`src/rtl/note_sequencer.sv`:
```
// Note store with a registered read port and a timed playback engine for the piezo path.
// Playback walks slots 0..last, holding each note TICKS_PER_NOTE cycles with optional silence between notes.
module note_sequencer #(
  parameter int NOTE_W         = 4,
  parameter int DEPTH          = 8,
  parameter int IDX_W          = 3,
  parameter int TICKS_PER_NOTE = 5000000,
  parameter int GAP_TICKS      = 0
) (
  input  logic              clk,
  input  logic              reset,
  input  logic              wr_en,
  input  logic [IDX_W-1:0]  wr_index,
  input  logic [NOTE_W-1:0] wr_data,
  input  logic              clear,
  input  logic [IDX_W-1:0]  cur_index,
  output logic [NOTE_W-1:0] data_out,
  input  logic [IDX_W-1:0]  max_index,
  input  logic              play,
  input  logic              stop,
  input  logic              loop_mode,
  output logic [NOTE_W-1:0] piezo_out,
  output logic [IDX_W-1:0]  play_index,
  output logic              busy,
  output logic              done
);

  localparam int CNT_MAX = (TICKS_PER_NOTE > GAP_TICKS) ? TICKS_PER_NOTE : GAP_TICKS;
  localparam int CNT_W   = (CNT_MAX > 1) ? $clog2(CNT_MAX) : 1;
  localparam logic [CNT_W-1:0] TICK_LAST = CNT_W'(TICKS_PER_NOTE - 1);
  localparam logic [CNT_W-1:0] GAP_LAST  = CNT_W'((GAP_TICKS > 0) ? GAP_TICKS - 1 : 0);
  localparam logic [IDX_W-1:0] LAST_SLOT = IDX_W'(DEPTH - 1);

  typedef enum logic [1:0] {S_IDLE, S_PLAY, S_GAP} state_t;

  logic [NOTE_W-1:0] mem_q [DEPTH];
  logic [NOTE_W-1:0] mem_d [DEPTH];
  logic [NOTE_W-1:0] data_q, data_d;
  logic [NOTE_W-1:0] piezo_q, piezo_d;
  logic [IDX_W-1:0]  idx_q, idx_d;
  logic [IDX_W-1:0]  last_q, last_d;
  logic [CNT_W-1:0]  cnt_q, cnt_d;
  logic              busy_q, busy_d;
  logic              done_q, done_d;
  state_t            state_q, state_d;

  logic [IDX_W-1:0]  idx_inc;
  logic [NOTE_W-1:0] note_inc;
  logic              advance;

  // Write indices with no matching slot (>= DEPTH) simply fall through unmatched.
  always_comb begin
    for (int i = 0; i < DEPTH; i++) begin
      mem_d[i] = mem_q[i];
      if (clear) begin
        mem_d[i] = '0;
      end else if (wr_en && (wr_index == IDX_W'(i))) begin
        mem_d[i] = wr_data;
      end
    end
  end

  always_comb begin
    data_d   = '0;
    note_inc = '0;
    idx_inc  = idx_q + 1'b1;
    for (int i = 0; i < DEPTH; i++) begin
      if (cur_index == IDX_W'(i)) data_d = mem_q[i];
      if (idx_inc == IDX_W'(i))   note_inc = mem_q[i];
    end
  end

  always_comb begin
    state_d = state_q;
    cnt_d   = cnt_q;
    idx_d   = idx_q;
    last_d  = last_q;
    piezo_d = piezo_q;
    done_d  = 1'b0;
    advance = 1'b0;

    if (state_q == S_IDLE) begin
      if (play && !stop) begin
        last_d  = (max_index > LAST_SLOT) ? LAST_SLOT : max_index;
        idx_d   = '0;
        piezo_d = mem_q[0];
        cnt_d   = '0;
        state_d = S_PLAY;
      end
    end else if (stop) begin
      state_d = S_IDLE;
      piezo_d = '0;
      idx_d   = '0;
      cnt_d   = '0;
    end else if (state_q == S_PLAY) begin
      if (cnt_q == TICK_LAST) begin
        cnt_d = '0;
        if (GAP_TICKS > 0) begin
          piezo_d = '0;
          state_d = S_GAP;
        end else begin
          advance = 1'b1;
        end
      end else begin
        cnt_d = cnt_q + 1'b1;
      end
    end else begin
      if (cnt_q == GAP_LAST) begin
        cnt_d   = '0;
        advance = 1'b1;
      end else begin
        cnt_d = cnt_q + 1'b1;
      end
    end

    // Notes are fetched from live memory at load time, so later slots pick up fresh writes.
    if (advance) begin
      if (idx_q < last_q) begin
        idx_d   = idx_inc;
        piezo_d = note_inc;
        state_d = S_PLAY;
      end else if (loop_mode) begin
        idx_d   = '0;
        piezo_d = mem_q[0];
        state_d = S_PLAY;
      end else begin
        idx_d   = '0;
        piezo_d = '0;
        done_d  = 1'b1;
        state_d = S_IDLE;
      end
    end

    busy_d = (state_d != S_IDLE);
  end

  always_ff @(posedge clk or negedge reset) begin
    if (!reset) begin
      for (int i = 0; i < DEPTH; i++) mem_q[i] <= '0;
      data_q  <= '0;
      piezo_q <= '0;
      idx_q   <= '0;
      last_q  <= '0;
      cnt_q   <= '0;
      busy_q  <= 1'b0;
      done_q  <= 1'b0;
      state_q <= S_IDLE;
    end else begin
      for (int i = 0; i < DEPTH; i++) mem_q[i] <= mem_d[i];
      data_q  <= data_d;
      piezo_q <= piezo_d;
      idx_q   <= idx_d;
      last_q  <= last_d;
      cnt_q   <= cnt_d;
      busy_q  <= busy_d;
      done_q  <= done_d;
      state_q <= state_d;
    end
  end

  assign data_out   = data_q;
  assign piezo_out  = piezo_q;
  assign play_index = idx_q;
  assign busy       = busy_q;
  assign done       = done_q;

endmodule

```
`config.mk`:
```
export PLATFORM = sky130hd
export DESIGN_NAME = note_sequencer
export DESIGN_NICKNAME = d
export VERILOG_FILES = /design/src/rtl/note_sequencer.sv
export SDC_FILE = /design/constraint.sdc
export NUM_CORES = 1
export LEC_CHECK = 0
export BUFFER_PORTS_ARGS = -buffer_cell sky130_fd_sc_hd__buf_2
export CAP_MARGIN = 0
export CORE_UTILIZATION = 25
export DETAILED_ROUTE_END_ITERATION = 8
export SYNTH_ARGS = -nofsm -noshare
export SYNTH_HDL_FRONTEND = slang
export SYNTH_SLANG_ARGS = --single-unit
```
`constraint.sdc`:
```
create_clock -name clk -period 2.4 [get_ports clk]
set_clock_uncertainty 0.2 [all_clocks]
set_input_delay 0.12 -clock clk [delete_from_list [all_inputs] [get_ports clk]]
set_output_delay 0.12 -clock clk [all_outputs]
set_load 0.03 [all_outputs]
```
**Yosys cells after proc, flatten, opt, wreduce, memory -nomap -nowiden**

Cells that the tools add are included.
Widths: inputs -> output; s select.

- Input bits: 20
- Bits in registers: 73
- Logic and storage cells: 136

- Reductions and logical operators: 27
- Mux-type cells: 64
- Equal/unequal tests: 25
- Add/sub/neg operators: 2
- Magnitude comparators: 2

Operators by type and width:

| kind | count |
|---|---|
| $mux 4 | 38 |
| $mux 23 | 6 |
| $eq 3x3->1 const B | 12 |
| $add 23x1->23 const B | 1 |
| $eq 23x23->1 const B | 1 |
| $logic_not 23->1 | 1 |
| $eq 3x2->1 const B | 6 |
| $mux 3 | 6 |
| $reduce_bool 2->1 | 9 |
| $mux 1 | 10 |
| $eq 3x1->1 const B | 3 |
| $logic_and 1x1->1 | 9 |
| $logic_not 3->1 | 3 |
| $mux 2 | 4 |
| $reduce_and 2->1 | 2 |
| $add 3x1->3 const B | 1 |
| $gt 3x3->1 const B | 1 |
| $lt 3x3->1 | 1 |
| $ne 3x2->1 const B | 1 |
| $reduce_bool 3->1 | 1 |
| $eq 2x1->1 const B | 1 |
| $logic_not 2->1 | 1 |
| $ne 2x1->1 const B | 1 |
| $logic_not 1->1 | 1 |

**Logic depth before layout (Yosys ltp)**

- Depth in word-level cells: 12
- Depth in mapped cells: 9
- Gate-level depth less buffers: 8

**Worst setup path before layout**

No wires, ideal clock.

- Kind: reg2reg
- Start point: reg cnt_q[15]
- End point: reg cnt_q[7]
- Data arrival time: 2,105 ps
- Cell stages (with the launch flop): 8
- Period minus slack after synthesis: 2,443 ps
- Slack: -43 ps
- Data required time: 2,062 ps
- Path through: dfrtp_1 or2_0 or4_2 o22a_1 o21a_1 buf_2 a41oi_1 a31oi_1

- Word-level cells in the longest chain between the ends: 5

Ends and longest elaborated chain:

| element | line | text |
|---|---|---|
| from (decl) | 42 | `logic [CNT_W-1:0] cnt_q, cnt_d;` |
| from (signal assigned) | 154 | `cnt_q <= cnt_d;` |
| $eq 23x23->1 or $logic_not 23->1 (tied branches) | 96, 108 |  |
| $mux 23 (on tied branches) | 96, 108 |  |
| $mux 23 (*) | 95 | `end else if (state_q == S_PLAY) begin` |
| $mux 23 (*) | 90 | `end else if (stop) begin` |
| $mux 23 (*) | 82 | `if (state_q == S_IDLE) begin` |

Every way passes the cells marked *; elsewhere a longest branch is shown, timed or not.
A chain may end at the register's enable or synchronous reset.

**Worst setup path in the final report**

- Start point: reg cnt_q[10]
- End point: reg piezo_q[0] (netlist: piezo_out[0])

- Word-level cells in the longest chain between the ends: 7

Ends and longest elaborated chain:

| element | line | text |
|---|---|---|
| $eq 23x23->1 or $logic_not 23->1 (tied branches) | 96, 108 |  |
| $mux 1 (on tied branches) | 96, 108 |  |
| $mux 1 (*) | 95 |  |
| $mux 1 (*) | 90 |  |
| $mux 1 (*) | 82 |  |
| $ne 3x2->1 (no line) or $reduce_bool 3->1 (tied branches) | n/a |  |
| $reduce_and 2->1 (no line) | n/a |  |
| to (signal assigned) | 151 | `piezo_q <= piezo_d;` |
| to (decl) | 39 | `logic [NOTE_W-1:0] piezo_q, piezo_d;` |

Marked as above.

==> results.cfg <==
[floorplan]
io-pin-count = 33
fp-row-count = 46
placeableCoreArea_um2 = 15900
die_area_um2 = 16900
die_w_um = 130
fp.dieH_um = 130
initial_core_util_pct = 25.7

[placement]
number_of_placed_instances_taps_included = 678
routabilityCongestion = 0.888
dpl-instance-area_um2 = 4720
dpl.hpwl_um = 7980
io_buffers = 32

[grt]
antenna_found_initial = 0
grt_pass1_vias = 3413
grt_util_met3_pct = 2.71
globalRouteMet1Util_pct = 19.3
gr-usage-all-layers_pct = 13.8
grt_start_max_net_pins = 74
routing_usage_on_met2_pct = 21.2
gr-total-overflow = 0
globalRoute.busiestLayer = met2
wire_length_of_the_first_global_routing_pass_um = 18000

[timing]
tightestPinTransition_ns = 0.601
period_share_pct = 101
setup_viol = 3
post-route-min-period_ns = 2.43
slew_viol_final = 0
grt_setup_unrepaired = true
number_of_hold_violations_in_the_final_report = 0
timing.max_slew.rel_slack_pct = 59.5
fmaxAchievable_mhz = 411
finalWorstSetupSlack_ns = -0.0308

[pwr]
p_sw_w = 0.00107
vdd.ir_drop.worst_mv = 0.420
share_seq_of_total_power_pct = 38.0
power.clock.fraction_pct = 38.6
p_leak_nw = 2.30
netSwitchingFraction_pct = 29.7
comb_power_share_pct = 23.3
areal_power_density_over_the_cells_nw_per_um2 = 690
internal_power_w = 0.00253

[logic_synthesis]
synthesis.instances = 418
ys.warnings.count = 0
synth-edff-count = 0
synthesis.nets = 447
synthDistinctLibCells = 54
synth.cell_area_um2 = 4100
yosys_most_used_dff = sky130_fd_sc_hd__dfrtp_1
synth_async_sr_flop_share_pct = 100
synth.ff_latch_count = 73
synthesis.area_per_instance_um2 = 9.80
ys_seq_area_share_pct = 44.6

[clock_tree]
cts_max_path_bufs = 2
cts-root-buf = sky130_fd_sc_hd__clkbuf_16
clock_buffers_created_by_tritoncts = 9
clk-insertion-delay-late_ns = 0.33
cts_tree = built
cts_num_sinks = 73
cts.htree.levels = 3
worst_setup_hold_path_clk_slew_ns = 0.06

[routing]
wl_per_cell_um = 15.6
drt_pre_antenna_iters = 4
drtIter0Drc = 316
ant_nets = 0
wl_um = 11000
detailroute.via_count = 3481
routed_via_density = 4.92
drc = 0

[run]
number_of_max_capacitance_violations_reported = 0

[cells_and_area]
multi_input_area_um2 = 2190
stdcell_count = 708
drive_above_1_share_pct = 23.2
antenna_cells = 0
flow.area_growth_from_synthesis_pct = 27.2
fill_cells = 1629
final-seq-area_um2 = 1830
nets = 516
fin_area_um2 = 5210

[worst_hold_path]
min_path_type = in2reg
timing.hold.worst.start = clear

[worst_setup_path]
crit_path_max_fanout = 4
worst_path_slowest_cell = sky130_fd_sc_hd__or4_4
worstSetupEndpointType = flip-flop
r2r_startpoint = cnt_q[10]
critical_path_arrival_ns = 2.49
crit_buf_inv = 0
critPathKind = reg2reg
critPathLaunch = cnt_q[10]
worst_ep_required_ns = 2.46
startpoint_type = flip-flop
max_stage_delay_ns = 0.57
path_cells = or2_1 -> or3_1 -> or4_4 -> a211oi_4 -> o221ai_1 -> a31oi_1
cell_class_contributing_the_biggest_share_of_worst_path_delay = simple AND/OR/NAND/NOR gates

[run_status]
status = complete, but fails checks
violations = negative setup slack
flip-flops by register name, summed over array words and instances (netlist names):
name and flops:
data_out 4, piezo_out 4, mem_q 32, busy 1
cnt_q 23, done 1, play_index 3, last_q 3
state_q 2
layout by cell type (no fill, tap or decap), types with 6 or more instances in the layout:
cell / netlist / final
sky130_fd_sc_hd__dlygate4sd3_1: 0 / 12
sky130_fd_sc_hd__a221oi_1: 6 / 6
sky130_fd_sc_hd__nand2_1: 43 / 43
sky130_fd_sc_hd__dfrtp_1: 73 / 72
sky130_fd_sc_hd__ha_1: 9 / 9
sky130_fd_sc_hd__a21oi_1: 21 / 20
sky130_fd_sc_hd__buf_2: 1 / 31
sky130_fd_sc_hd__mux4_2: 8 / 8
sky130_fd_sc_hd__nand3_1: 13 / 13
sky130_fd_sc_hd__buf_4: 2 / 33
sky130_fd_sc_hd__nor2_1: 44 / 44
sky130_fd_sc_hd__clkbuf_16: 0 / 9
sky130_fd_sc_hd__mux2i_1: 34 / 34
sky130_fd_sc_hd__nor3_1: 7 / 7
sky130_fd_sc_hd__inv_1: 11 / 11
sky130_fd_sc_hd__nor2b_1: 7 / 6
sky130_fd_sc_hd__a31oi_1: 16 / 16
sky130_fd_sc_hd__o21ai_0: 22 / 22
routing by layer:
| metal | share of wire, % | wire length (um) |
|---|---|---|
| met1 | 48 | 5350 |
| met2 | 46 | 5030 |
| met3 | 4.7 | 521 |
| met4 | 1.3 | 143 |
| met5 | 0 | 0 |
layout make-up:
| cell class | count | area share (%) |
|---|---|---|
| multi-input cells | 313 | 42.0 |
| clock buffers | 14 | 5.26 |
| well taps | 216 | 5.19 |
| flip-flops and latches | 73 | 35.1 |
| inverters | 11 | 0.792 |
| clock inverters | 2 | 0.672 |
| repair buffers | 79 | 11.0 |
worst paths after layout:
| check | to | slack, ns | cells after the start |
|---|---|---|---|
| max | piezo_out[0] | -0.03 | 6 |
| min | mem_q[29] | 0.07 | 2 |
| max reg2reg | piezo_out[0] | -0.03 | 6 |
| min reg2reg | last_q[0] | 0.31 | 1 |
| max in group asynchronous | play_index[0] | 1.51 | 3 |
| min in group asynchronous | cnt_q[21] | 0.14 | 3 |
kinds of logic after synthesis:
logic type                 Yosys count  share of synthesized area (%)
AOI/OAI and AO/OA                   91                           14.4
xor gates and xnor gates             6                           1.28
adders and majority gates            9                           2.75
buffers and inverters               33                           3.24
DFF                                 73                           44.6
muxes                               47                           14.1
and+or+nand+nor                    159                           19.7
cell usage after synthesis (all sizes together), types with 5 or more instances:
library cell,count,area [um2]
dfrtp,73,1830
clkbuf,19,71.3
nand4,5,31.3
a21oi,21,105
nand3,13,65.1
nor3,7,35.0
a221oi,6,52.6
nor2,45,185
mux4,8,180
mux2i,34,340
or2,5,31.3
nand2,43,161
nor4,5,31.3
o21ai,24,120
nand2b,5,38.8
inv,11,41.3
mux2,5,56.3
or3,5,31.3
ha,9,113
nor2b,7,43.8
a31oi,16,100
what timing repair did:
item,CTS,global route
endpoints found under the setup margin,12,14
cloned,1,0
setup buffers,0,1
hold buffers,12,0
endpoints found under the hold margin,112,0
pin swaps,6,1
resized for setup,6,5
worst register-to-register path, stage by stage (launching register included):
cell	delay, ns
sky130_fd_sc_hd__dfrtp_1	0.37
sky130_fd_sc_hd__or2_1	0.24
sky130_fd_sc_hd__or3_1	0.35
sky130_fd_sc_hd__or4_4	0.57
sky130_fd_sc_hd__a211oi_4	0.28
sky130_fd_sc_hd__o221ai_1	0.16
sky130_fd_sc_hd__a31oi_1	0.18
through the flow:
step                      worst slack, ns  hold slack, ns  utilization (%)  total power (W)   TNS, ns
after detailed placement          -0.0767         -0.0272             29.6          0.00218    -0.358
after global placement            -0.0431         -0.0360             29.6          0.00216   -0.0736
final                             -0.0308          0.0723             32.7          0.00359   -0.0466
after global routing               -0.121           0.101             32.7          0.00377    -0.529
after CTS                         -0.0352          0.0712             32.5          0.00362   -0.0624
after floorplan                  -0.00226          -0.376                -          0.00189  -0.00226
power by group through the flow:
stage	clock network, W	registers (W)	logic, W
after floorplan	0	0.00143	0.000454
after detailed placement	0	0.00139	0.000792
after CTS	0.00142	0.00137	0.000835
final	0.00139	0.00137	0.000838
after global routing	0.00147	0.00138	0.000919
after global placement	0	0.00138	0.000775
Power figures use the tool's default switching activity.
